===== src/rtl/mole_scheduler.sv =====
// Whack-a-mole spawn/age/hit scheduler for four moles.
// Optional feature: define MISS_PENALTY_EN to deduct one point per button edge on an
// unlit mole (saturating at 0). Without the macro such edges are ignored.
module mole_scheduler #(
  parameter int unsigned LIFETIME   = 3,
  parameter int unsigned MAX_ACTIVE = 2
) (
  input  logic        clk,
  input  logic        rst,
  input  logic        run,
  input  logic        tick,
  input  logic [7:0]  rnd,
  input  logic [3:0]  button,
  output logic [3:0]  color,
  output logic [11:0] score_bcd,
  output logic        hit_pulse,
  output logic        miss_pulse
);

  typedef enum logic [1:0] {StIdle, StRun, StFlush} state_e;

  state_e          state_q, state_d;
  logic [3:0]      color_q, color_d;
  logic [3:0][3:0] life_q, life_d;
  logic [11:0]     score_q, score_d;
  logic            hit_q, hit_d;
  logic            miss_q, miss_d;
  logic [3:0]      btn_q;

  logic [3:0] btn_edge;
  logic [3:0] hit;
  logic [3:0] after_hit;
  logic [3:0] expire;
  logic [3:0] alive;
  logic [1:0] cand;
  logic       active;
  logic       spawn;

  // Only the low two bits pick a spawn candidate.
  logic unused_rnd;
  assign unused_rnd = ^rnd[7:2];

  function automatic logic [2:0] popcount4(input logic [3:0] v);
    return {2'b00, v[0]} + {2'b00, v[1]} + {2'b00, v[2]} + {2'b00, v[3]};
  endfunction

  // BCD add of 0..4 with per-digit carry, saturating at 999.
  function automatic logic [11:0] bcd_add(input logic [11:0] s, input logic [2:0] n);
    logic [4:0] d0, d1, d2;
    logic       c0, c1;
    d0 = {1'b0, s[3:0]} + {2'b00, n};
    c0 = (d0 > 5'd9);
    if (c0) d0 = d0 - 5'd10;
    d1 = {1'b0, s[7:4]} + {4'b0000, c0};
    c1 = (d1 > 5'd9);
    if (c1) d1 = d1 - 5'd10;
    d2 = {1'b0, s[11:8]} + {4'b0000, c1};
    if (d2 > 5'd9) return 12'h999;
    return {d2[3:0], d1[3:0], d0[3:0]};
  endfunction

`ifdef MISS_PENALTY_EN
  // BCD subtract of 0..4 with per-digit borrow, saturating at 000.
  function automatic logic [11:0] bcd_sub(input logic [11:0] s, input logic [2:0] n);
    logic [3:0] d0, d1, d2;
    logic       b0, b1;
    b0 = (s[3:0] < {1'b0, n});
    d0 = b0 ? (s[3:0] + 4'd10 - {1'b0, n}) : (s[3:0] - {1'b0, n});
    b1 = (s[7:4] < {3'b000, b0});
    d1 = b1 ? 4'd9 : (s[7:4] - {3'b000, b0});
    if (s[11:8] < {3'b000, b1}) return 12'h000;
    d2 = s[11:8] - {3'b000, b1};
    return {d2, d1, d0};
  endfunction
`endif

  // Hit / expiry / spawn decisions for the current cycle.
  always_comb begin
    active    = (state_q == StRun) && run;
    btn_edge  = button & ~btn_q;
    hit       = active ? (btn_edge & color_q) : 4'b0000;
    after_hit = color_q & ~hit;
    expire    = 4'b0000;
    for (int i = 0; i < 4; i++) begin
      expire[i] = active && tick && after_hit[i] && (life_q[i] == 4'd1);
    end
    alive = after_hit & ~expire;
    cand  = rnd[1:0];
    // Slot count uses post-clear occupancy so an expiry can free room on the same tick.
    spawn = active && tick && !color_q[cand] && (popcount4(alive) < 3'(MAX_ACTIVE));
  end

  // Next-state logic.
  always_comb begin
    state_d = state_q;
    unique case (state_q)
      StIdle:  if (run) state_d = StRun;
      StRun:   if (!run) state_d = StFlush;
      StFlush: state_d = StIdle;
      default: state_d = StIdle;
    endcase
  end

  // Next values of the registered outputs and life counters.
  always_comb begin
    color_d = color_q;
    life_d  = life_q;
    score_d = score_q;
    hit_d   = 1'b0;
    miss_d  = 1'b0;
    unique case (state_q)
      StIdle: begin
        color_d = 4'b0000;
        life_d  = '0;
        if (run) score_d = 12'h000;
      end
      StRun: begin
        if (!run) begin
          color_d = 4'b0000;
          life_d  = '0;
        end else begin
          color_d = alive;
          for (int i = 0; i < 4; i++) begin
            if (!alive[i])  life_d[i] = 4'd0;
            else if (tick)  life_d[i] = life_q[i] - 4'd1;
            else            life_d[i] = life_q[i];
          end
          if (spawn) begin
            color_d[cand] = 1'b1;
            life_d[cand]  = 4'(LIFETIME);
          end
          hit_d   = |hit;
          miss_d  = |expire;
          score_d = bcd_add(score_q, popcount4(hit));
`ifdef MISS_PENALTY_EN
          score_d = bcd_sub(score_d, popcount4(btn_edge & ~color_q));
`endif
        end
      end
      StFlush: begin
        color_d = 4'b0000;
        life_d  = '0;
      end
      default: begin
        color_d = 4'b0000;
        life_d  = '0;
      end
    endcase
  end

  // State and output registers; btn_q tracks the buttons in every state.
  always_ff @(posedge clk) begin
    if (rst) begin
      state_q <= StIdle;
      color_q <= 4'b0000;
      life_q  <= '0;
      score_q <= 12'h000;
      hit_q   <= 1'b0;
      miss_q  <= 1'b0;
      btn_q   <= 4'b0000;
    end else begin
      state_q <= state_d;
      color_q <= color_d;
      life_q  <= life_d;
      score_q <= score_d;
      hit_q   <= hit_d;
      miss_q  <= miss_d;
      btn_q   <= button;
    end
  end

  assign color      = color_q;
  assign score_bcd  = score_q;
  assign hit_pulse  = hit_q;
  assign miss_pulse = miss_q;

endmodule


===== config.mk =====
export PLATFORM = sky130hd
export DESIGN_NAME = mole_scheduler
export DESIGN_NICKNAME = d
export VERILOG_FILES = /design/src/rtl/mole_scheduler.sv
export SDC_FILE = /design/constraint.sdc
export NUM_CORES = 1
export LEC_CHECK = 0
export ABC_AREA = 1
export CAP_MARGIN = 20
export CORE_ASPECT_RATIO = 2
export CORE_MARGIN = 3
export CORE_UTILIZATION = 25
export DETAILED_ROUTE_END_ITERATION = 12
export PLACE_DENSITY = 0.45
export SYNTH_ARGS = -nofsm -noshare
export SYNTH_HDL_FRONTEND = slang
export SYNTH_SLANG_ARGS = --single-unit

===== constraint.sdc =====
create_clock -name clk -period 4.5 [get_ports clk]
set_input_delay 0.45 -clock clk [delete_from_list [all_inputs] [get_ports clk]]
set_output_delay 0.45 -clock clk [all_outputs]
set_load 0.01 [all_outputs]

Word-level counts from Yosys, hierarchy flattened:

Cells that the tools add are included.

* add/sub/neg operators: 15
* $mul: 0
* div/mod/pow operators: 0
* magnitude comparators: 6
* equal/unequal tests: 8
* shifts and indexed selects: 0
* multiplexer cells: 38
* bitwise gates (word level): 13
* reductions and logical operators: 21

Operator list (number)
* $mux W4: 21
* $mux W12: 4
* $pmux W12 S2: 1
* $and A4 B4 Y4: 4
* $eq A4 B1 Y1 const B: 4
* $mux W16: 1
* $sub A4 B1 Y4 const B: 4
* $gt A5 B4 Y1 const B: 3
* $logic_and A1 B1 Y1: 13
* $not A4 Y4: 3
* $add A4 B1 Y5: 2
* $and A8 B8 Y8: 1
* $demux W4 S2: 1
* $not A8 Y8: 1
* $or A8 B8 Y8: 1
* $reduce_or A4 Y1: 2
* $sub A4 B4 Y4 const B: 2
* $add A2 B1 Y3: 2
* $add A3 B1 Y3: 2
* $ne A2 B2 Y1 const B: 3
* $add A4 B3 Y5: 1
* $mux W1: 5
* $add A1 B1 Y2: 2
* $mux W2: 2
* 15 further kinds: 16

* bits in registers: 40
* latch bits: 0
* RAM bits: 0
* bits in read-only memories: 0
* input bits: 16
* output and inout bits: 18
* logic and storage cells: 111
* memories: 0

Longest topological paths before layout:

Gate-level depths: netlist of run 1.

* depth after elaboration: 19
* depth in mapped cells: 30
* mapped depth without buffers: 29

Worst setup path after synthesis of run 1:

Ideal clock, no wire load.

* kind: input to register
* start point: input port run
* end point: register score_q[2], in the netlist score_bcd[2]
* setup time: 0.071 ns
* data arrival time: 4.709 ns
* required time: 4.429 ns
* setup slack: -0.279 ns
* stages on the path: 26
* path buffers: 1
* cell sequence: nand3_4 > buf_6 > inv_2 > nand4_1 > fa_1 > fa_1 > fa_1 > nand3_1 > nand3_1 > nand2_1 > ha_1 > ha_1 > xnor2_2 > nand2_1 > nand2_1 > nand2_1 > ha_1 > ha_1 > or2_1 > nand2_1 > nand2_1 > nand2_2 > inv_2 > nor2_4 > nand3_1 > a21oi_1

* word-level cells in the longest chain between the ends: 17
* elaborated cells on any way between the ends: 22
* those cells by class: 7 x add/sub; 3 x order compare; 2 x eq/ne; 8 x mux; 2 x reduce/logical

RTL lines
* from (decl): line 10 `input logic run,`
* $logic_and A1 B1 Y1: line 79 `active = (state_q == StRun) && run;`
* $mux W4: line 81 `hit = active ? (btn_edge & color_q) : 4'b0000;`
* $add A1 B1 Y2: line 44 `return {2'b00, v[0]} + {2'b00, v[1]} + {2'b00, v[2]} + {2'b00, v[3]};`
* $add A2 B1 Y3: line 44
* $add A3 B1 Y3: line 44
* $add A4 B3 Y5: line 51 `d0 = {1'b0, s[3:0]} + {2'b00, n};`
* $gt A5 B4 Y1: line 52 `c0 = (d0 > 5'd9);`
* $add A4 B1 Y5: line 54 `d1 = {1'b0, s[7:4]} + {4'b0000, c0};`
* $gt A5 B4 Y1: line 55 `c1 = (d1 > 5'd9);`
* $add A4 B1 Y5: line 57 `d2 = {1'b0, s[11:8]} + {4'b0000, c1};`
* $gt A5 B4 Y1: line 58 `if (d2 > 5'd9) return 12'h999;`
* $mux W1: line 58
* $mux W1: line 118 `if (!run) begin`
* $mux W1: line 111 `unique case (state_q)`
* $mux W12: line 59 `return {d2[3:0], d1[3:0], d0[3:0]};`
* $mux W12: line 118
* $pmux W12 S2: line 111
* to (signal assigned): line 165 `score_q <= score_d;`
* to (decl): line 25 `logic [11:0] score_q, score_d;`

Parallel ways exist; a longest one is shown, timed or not. The select of a mux whose other input is x is not followed.
A chain may end at the register's enable or synchronous reset.

Worst setup path in the final report of run 1:

* start point: input port button[2]
* end point: register score_q[1], in the netlist score_bcd[1]

* word-level cells in the longest chain between the ends: 17
* elaborated cells on any way between the ends: 19
* those cells by class: 6 x add/sub; 3 x order compare; 8 x mux; 2 x bitwise

RTL lines
* from (decl): line 13 `input logic [3:0] button,`
* $and A4 B4 Y4 *: line 80 `btn_edge = button & ~btn_q;`
* $and A4 B4 Y4 *: line 81
* $mux W4 *: line 81
* $add A2 B1 Y3 *: line 44
* $add A3 B1 Y3 *: line 44
* $add A4 B3 Y5 *: line 51
* $gt A5 B4 Y1: line 52
* $add A4 B1 Y5: line 54
* $gt A5 B4 Y1: line 55
* $add A4 B1 Y5: line 57
* $gt A5 B4 Y1: line 58
* $mux W1: line 58
* $mux W1: line 118
* $mux W1: line 111
* $mux W12 *: line 59
* $mux W12 *: line 118
* $pmux W12 S2 *: line 111

Every way passes the cells marked *; elsewhere a longest branch is shown, timed or not. The select of a mux whose other input is x is not followed.

==> flow_summary.yaml, run 1 <==
cts:
  cts_made_buffers: 5
  clk_pin_slew_ps: 60
  clk_path_buf_depth: 2
  htreeDepth: 2
  clk_latency_ps: 280
  root_buffer: "clkbuf_16"
  cts_tree: "done"
  hold_buffers: 0
  cts_sinks: 40
setup_path:
  rr_startpoint: "state_q[1]"
  cp-start-kind: "primary input"
  ff2ff_path_depth: 26
  worst-path-max-fanout: 6
  reg2reg_slack_ps: 30
  r2r_end: "score_bcd[1]"
  critPathKind: "in2reg"
  cp.required_ps: 4710
  arrival_ps: 4700
  endpoint_kind: "flop"
run:
  maxCapViolCount: 0
place:
  dpl.hpwl_um: 4970
  portBuffers: 27
  place_congestion: 0.764
  placed_cells_incl_taps: 464
  place_area_um2: 2990
final_layout:
  post-route-util_pct: 37.5
  final_cells: 504
  final_cell_mix: "nand2_1, buf_4, inv_1"
  mostFrequentLayoutCell: "nand2_1"
  n_antenna_cell: 0
  drive_gt1_share_pct: 28.6
  nets: 437
  syn2layout_area_growth_pct: 43.4
  final_cell_area_um2: 3430
global_routing:
  grt_max_degree: 21
  grt_pass1_vias: 2253
  antenna_found_initial: 0
  grt-ovfl-total: 0
  grt_use_total_pct: 13.7
  grt_pass1_wl_um: 11000
synth:
  yosys_warnings: 0
  ys_types: 36
  synthesis.nets: 353
  synth_area_um2: 2390
  synth_top_area_share_pct: 33.5
  synth_ff_type: "dfxtp_1"
  ys_seq_area_share_pct: 33.5
  synth.largest_area_cell: "dfxtp_1"
  synthTopCellsByArea: "dfxtp_1, nand2_1, ha_1, inv_1, nor2_1"
  ys_async_sr_fraction_pct: 0
  syn_inst: 318
  synth_edf_count: 0
  ys_ff_latch: 40
  syn_avg_cell_area_um2: 7.52
min_path:
  hp-class: "reg2reg"
  min_from: "state_q[0]"
  hold_depth: 2
  hold_path_end: "state_q[1]"
die:
  die-area_um2: 10800
  die_w_um: 75.2
  rows: 49
  start_util_pct: 26.2
  dieHeight_um: 144
  ios: 34
  fp.coreArea_um2: 9140
timing:
  skew_ps: 5.18
  finalCritPeriodShare_pct: 99.8
  fmax_mhz: 223
  drv_slew: 0
  post-route-min-period_ps: 4490
  rsz0062_at_grt: "yes"
  finalHoldViolations: 0
  worst_slew_margin_rel_pct: 48.7
  hold_slack_ps: 463
  finalSetupViolations: 0
  tightest_slew_ps: 768
run_status:
  outcome: "complete, no violations"
pwr:
  p_leak_uw: 0.00145
  ir_drop_v: 0.000198
  power_density_nw_per_um2: 218
route:
  ant_nets: 0
  num_vias: 2295
  drc: 0
  drt_iter0_markers: 39
  viasPerCell: 4.55
  firstDrtPassIters: 5
  finalWirelength_um: 6790
  wl_per_cell_um: 13.5
## synth_stat cells (2+ instances only)
master and instances:
nand2_1 65, inv_1 43, dfxtp_1 40, nor2_1 34, nand3_1 25, ha_1 15
a21oi_1 9, nor3_1 8, o21ai_0 8, nand4_1 7, o21ai_1 7, xnor2_1 6
fa_1 4, inv_2 4, nor2_2 4, xor2_1 4, a31oi_1 3, nand2_2 3
nor4_1 3, o21ai_2 3, buf_2 2, buf_6 2, clkbuf_1 2, nand3_4 2
nor2_4 2, nor2_8 2, or2_1 2
## layout make-up
| type | instances | area, um2 |
|---|---|---|
| fillers | 927 | 5710 |
| multi-input cells | 225 | 1500 |
| flip-flops and latches | 40 | 803 |
| repair buffers | 83 | 687 |
| inverters | 47 | 179 |
| clock buffers | 6 | 129 |
| well taps | 102 | 128 |
| clock inverters | 1 | 5.00 |
## through the flow
step	TNS [ps]	power (uW)	worst slack, ps
2_1_floorplan	-7.24	396	-7.24
3_3_place_gp	-5820	417	-547
3_5_place_dp	-6880	417	-656
4_1_cts	0	766	22.1
5_1_grt	-1400	782	-197
6_report	0	748	10.3
## state kept, by name (all words and copies together), names as in the netlist
| signal | cells |
|---|---|
| hit_pulse | 1 |
| color | 4 |
| state_q | 2 |
| miss_pulse | 1 |
| btn_q | 4 |
| score_bcd | 12 |
| life_q | 16 |
## critical path, stage by stage
cell           delay (ps)
dlygate4sd2_1         230
nand3_2                90
nor2_2                140
inv_1                 100
fa_1                  510
fa_2                  380
fa_2                  560
nand3_2                80
nand3_2                80
nand2_2                80
ha_4                  180
ha_4                  160
xnor2_2               160
nand2_1                80
nand2_2               100
nand2_2                80
ha_4                  170
ha_4                  150
or2_4                 230
nand2_2                60
nand2_2                50
nand2_2                80
inv_2                  60
nor2_4                200
nand3_1               100
a21oi_1               140
## how the worst max path moves through the flow
stage                     slack (ps)  startpoint  depth (start not counted)             to
after global placement          -550         run                         27  score_bcd[10]
after CTS                         20  state_q[1]                         26   score_bcd[1]
after detailed placement        -660         run                         27  score_bcd[10]
final                             10   button[2]                         26   score_bcd[1]
after floorplan                   -7         run                         26   score_bcd[1]
after global routing            -200  state_q[1]                         26  score_bcd[10]
## logic make-up after synthesis
group	after synthesis	synth area share [%]
and+or+nand+nor	161	33.5
adders and majority gates	19	11.2
AOI/OAI and AO/OA	34	8.37
xor gates and xnor gates	11	4.34
buffers and inverters	53	9.05
DFF	40	33.5
## per-layer routing
layer | wire length [um] | track usage (%) | up-vias | part of all wire (%)
li1 | - | - | 1196 | -
met1 | 2450 | 13.5 | 1049 | 36
met2 | 3970 | 26.5 | 37 | 59
met3 | 162 | 2.23 | 13 | 2.4
met4 | 200 | 6.18 | 0 | 2.9
met5 | 0 | 0 | - | 0
## report_power, final
group / leakage [uW] / switching [uW] / total, uW / internal, uW
Combinational: 0.00106 / 31.7 / 50.5 / 18.8
Clock: 0.0000667 / 137 / 339 / 201
Sequential: 0.000324 / 1.12 / 358 / 357
## what timing repair did
item	in CTS	in global routing
pin swaps	7	6
resized for setup	7	16
setup endpoints to repair	12	13
cloned	0	0
buffers inserted	29	6
No activity file was read; power rests on OpenSTA's default activity.
==> inputs of run 2 (changes only) <==
Settings changed: DONT_BUFFER_PORTS set to 1, PLACE_DENSITY 0.45 to 0.41.
==> run 2 against run 1 <==
Against the previous run:
- first-iteration DRC count up 41%
- highest routed layer unchanged
- die area unchanged
- global-route usage down 1.4 points
- power down 1.8%
- clock skew about the same
- count of clock-buffer cells in the layout unchanged
- final area down 14%
- non-clock buffer count down 55
- critical path type is now reg2reg
- flip-flop and latch count unchanged
- setup slack better by 75 ps
==> flow_summary.yaml, run 2 (synthesized netlist as in run 1, its figures left out) <==
final_layout:
  syn2layout_area_growth_pct: 23.7
  fillCellCount: 998
  largest_register: "life_q"
  final_cell_mix: "nand2_1, inv_1, dfxtp_1"
  drive_gt1_share_pct: 24.5
  nets: 382
  mostFrequentLayoutCell: "nand2_1"
  largest_reg_flops: 16
  final_cell_area_um2: 2960
  n_antenna_cell: 0
setup_path:
  reg2reg_slack_ps: 90
  crit_family: "adder cells"
  arrival_ps: 4630
  rr_startpoint: "state_q[1]"
  ff2ff_path_depth: 27
  r2r_end: "score_bcd[1]"
  startpoint: "state_q[1]"
  worst-path-max-fanout: 6
  critPathMaxStageDelay_ps: 480
  cp.required_ps: 4720
  cp-start-kind: "flop"
  endpoint_kind: "flop"
  cpMostUsedCell: "nand2_2"
  critical_path_buf_inv_count: 3
  critPathKind: "reg2reg"
  crit_slowest_cell: "fa_1"
place:
  portBuffers: 0
  dp_slack_ps: -115
  dpl.hpwl_um: 4810
  place_area_um2: 2740
  place_congestion: 0.766
cts:
  root_buffer: "clkbuf_16"
  cts_sinks: 40
  cts_made_buffers: 5
  hold_buffers: 0
  clk_path_buf_depth: 2
  clk_latency_ps: 290
  clk_pin_slew_ps: 60
  htreeDepth: 2
  cts_tree: "done"
die:
  start_util_pct: 26.2
  rows: 49
  ios: 34
  die-area_um2: 10800
  fp.coreArea_um2: 9140
  die_w_um: 75.2
  dieHeight_um: 144
route:
  drc: 0
  ant_nets: 0
  firstDrtPassIters: 4
  finalWirelength_um: 6110
  wl_per_cell_um: 13.6
  viasPerCell: 4.62
  num_vias: 2074
  drt_iter0_markers: 55
timing:
  fmax_mhz: 227
  finalSetupViolations: 0
  fin_ws_ps: 85.8
  worst_slew_margin_rel_pct: 68.3
  post-route-min-period_ps: 4410
  rsz0062_at_grt: "yes"
  tightest_slew_ps: 475
  finalHoldViolations: 0
  skew_ps: 5.28
  drv_slew: 0
  finalCritPeriodShare_pct: 98.1
min_path:
  min_from: "rst"
  hold_depth: 1
  hp-class: "in2reg"
  hold_path_end: "score_bcd[9]"
global_routing:
  grt_pass1_wl_um: 9730
  grt_pass1_vias: 1971
  grt_use_total_pct: 12.3
  antenna_found_initial: 0
  grt-ovfl-total: 0
  grt_max_degree: 21
pwr:
  p_sw_uw: 164
  internal_power_uw: 570
  combPwrFrac_pct: 4.6
  clkPwrFrac_pct: 46.6
  ir_drop_v: 0.000138
  power_density_nw_per_um2: 248
  p_sw_share_pct: 22.3
  seqPwrFrac_pct: 48.8
  p_leak_uw: 0.00123
run:
  maxCapViolCount: 0
run_status:
  outcome: "complete, no violations"
-- run 2: cell types whose count changed in the layout (fill, tap and decap cells not counted), sizes merged --
cell and delta:
buf -28, clkbuf -1, clkdlybuf4s50 -24, dlygate4sd2 -2
-- run 2: layout make-up --
cell class                      count  area, um2  area share [%]
Timing Repair Buffer               28        210            7.11
Sequential cell                    40        802            27.1
Tap cell                          102        128            4.31
Inverter                           47        179            6.05
Clock inverter                      1       5.00           0.169
Multi-Input combinational cell    225       1510            50.9
Clock buffer                        6        129            4.36
-- run 2: layer usage --
metal	up-vias	GRT usage [%]	routed length, um
met3	6	3.27	273
met1	952	12.1	2290
li1	1085	-	-
met4	0	5.25	116
met2	31	23.0	3430
met5	-	0	0
-- run 2: how the worst max path moves through the flow --
| stage | endpoint | cells after the start |
|---|---|---|
| after global placement | score_bcd[5] | 26 |
| after global routing | score_bcd[6] | 27 |
| after CTS | score_bcd[10] | 27 |
| after detailed placement | score_bcd[5] | 26 |
| after floorplan | score_bcd[1] | 26 |
| final | score_bcd[1] | 27 |
-- run 2: worst register-to-register path, stage by stage, from the launching register on --
cell	delay, ps
dfxtp_1	300
inv_2	70
nand3_4	130
inv_4	70
nand4_1	120
fa_1	480
fa_2	370
fa_2	360
or2_1	250
nand3_2	100
nand3_2	80
nand2_2	100
ha_4	150
ha_4	140
xnor2_2	110
nand2_1	90
nand2_2	90
nand2_2	70
ha_4	170
ha_4	150
or2_1	220
nand2_1	80
nand2_2	50
nand2_2	70
inv_2	50
nor2_4	220
nand3_2	90
a21oi_1	140
-- run 2: power groups by stage --
stage          combinational (uW)  sequential, uW  clock (uW)
2_1_floorplan                30.4             366           0
3_3_place_gp                 33.5             366           0
3_5_place_dp                 33.8             366           0
4_1_cts                      34.5             358         361
5_1_grt                      38.4             358         368
6_report                     33.7             358         342
-- run 2: timing repair --
| item | CTS | global route |
|---|---|---|
| setup buffers | 1 | 2 |
| gates cloned | 0 | 0 |
| endpoints found under the setup margin | 9 | 11 |
| gates resized for setup | 7 | 12 |
| pin swaps | 8 | 7 |
-- run 2: stage by stage --
stage	total power (uW)	util [%]	cells	hold slack, ps	setup TNS (ps)
CTS	753	31.8	447	217	0
floorplan	396	-	318	441	-7.24
detailed placement	400	30.0	439	457	-697
global route	765	32.4	449	210	-1450
global placement	399	30.0	439	453	-544
finish	734	32.4	449	218	0
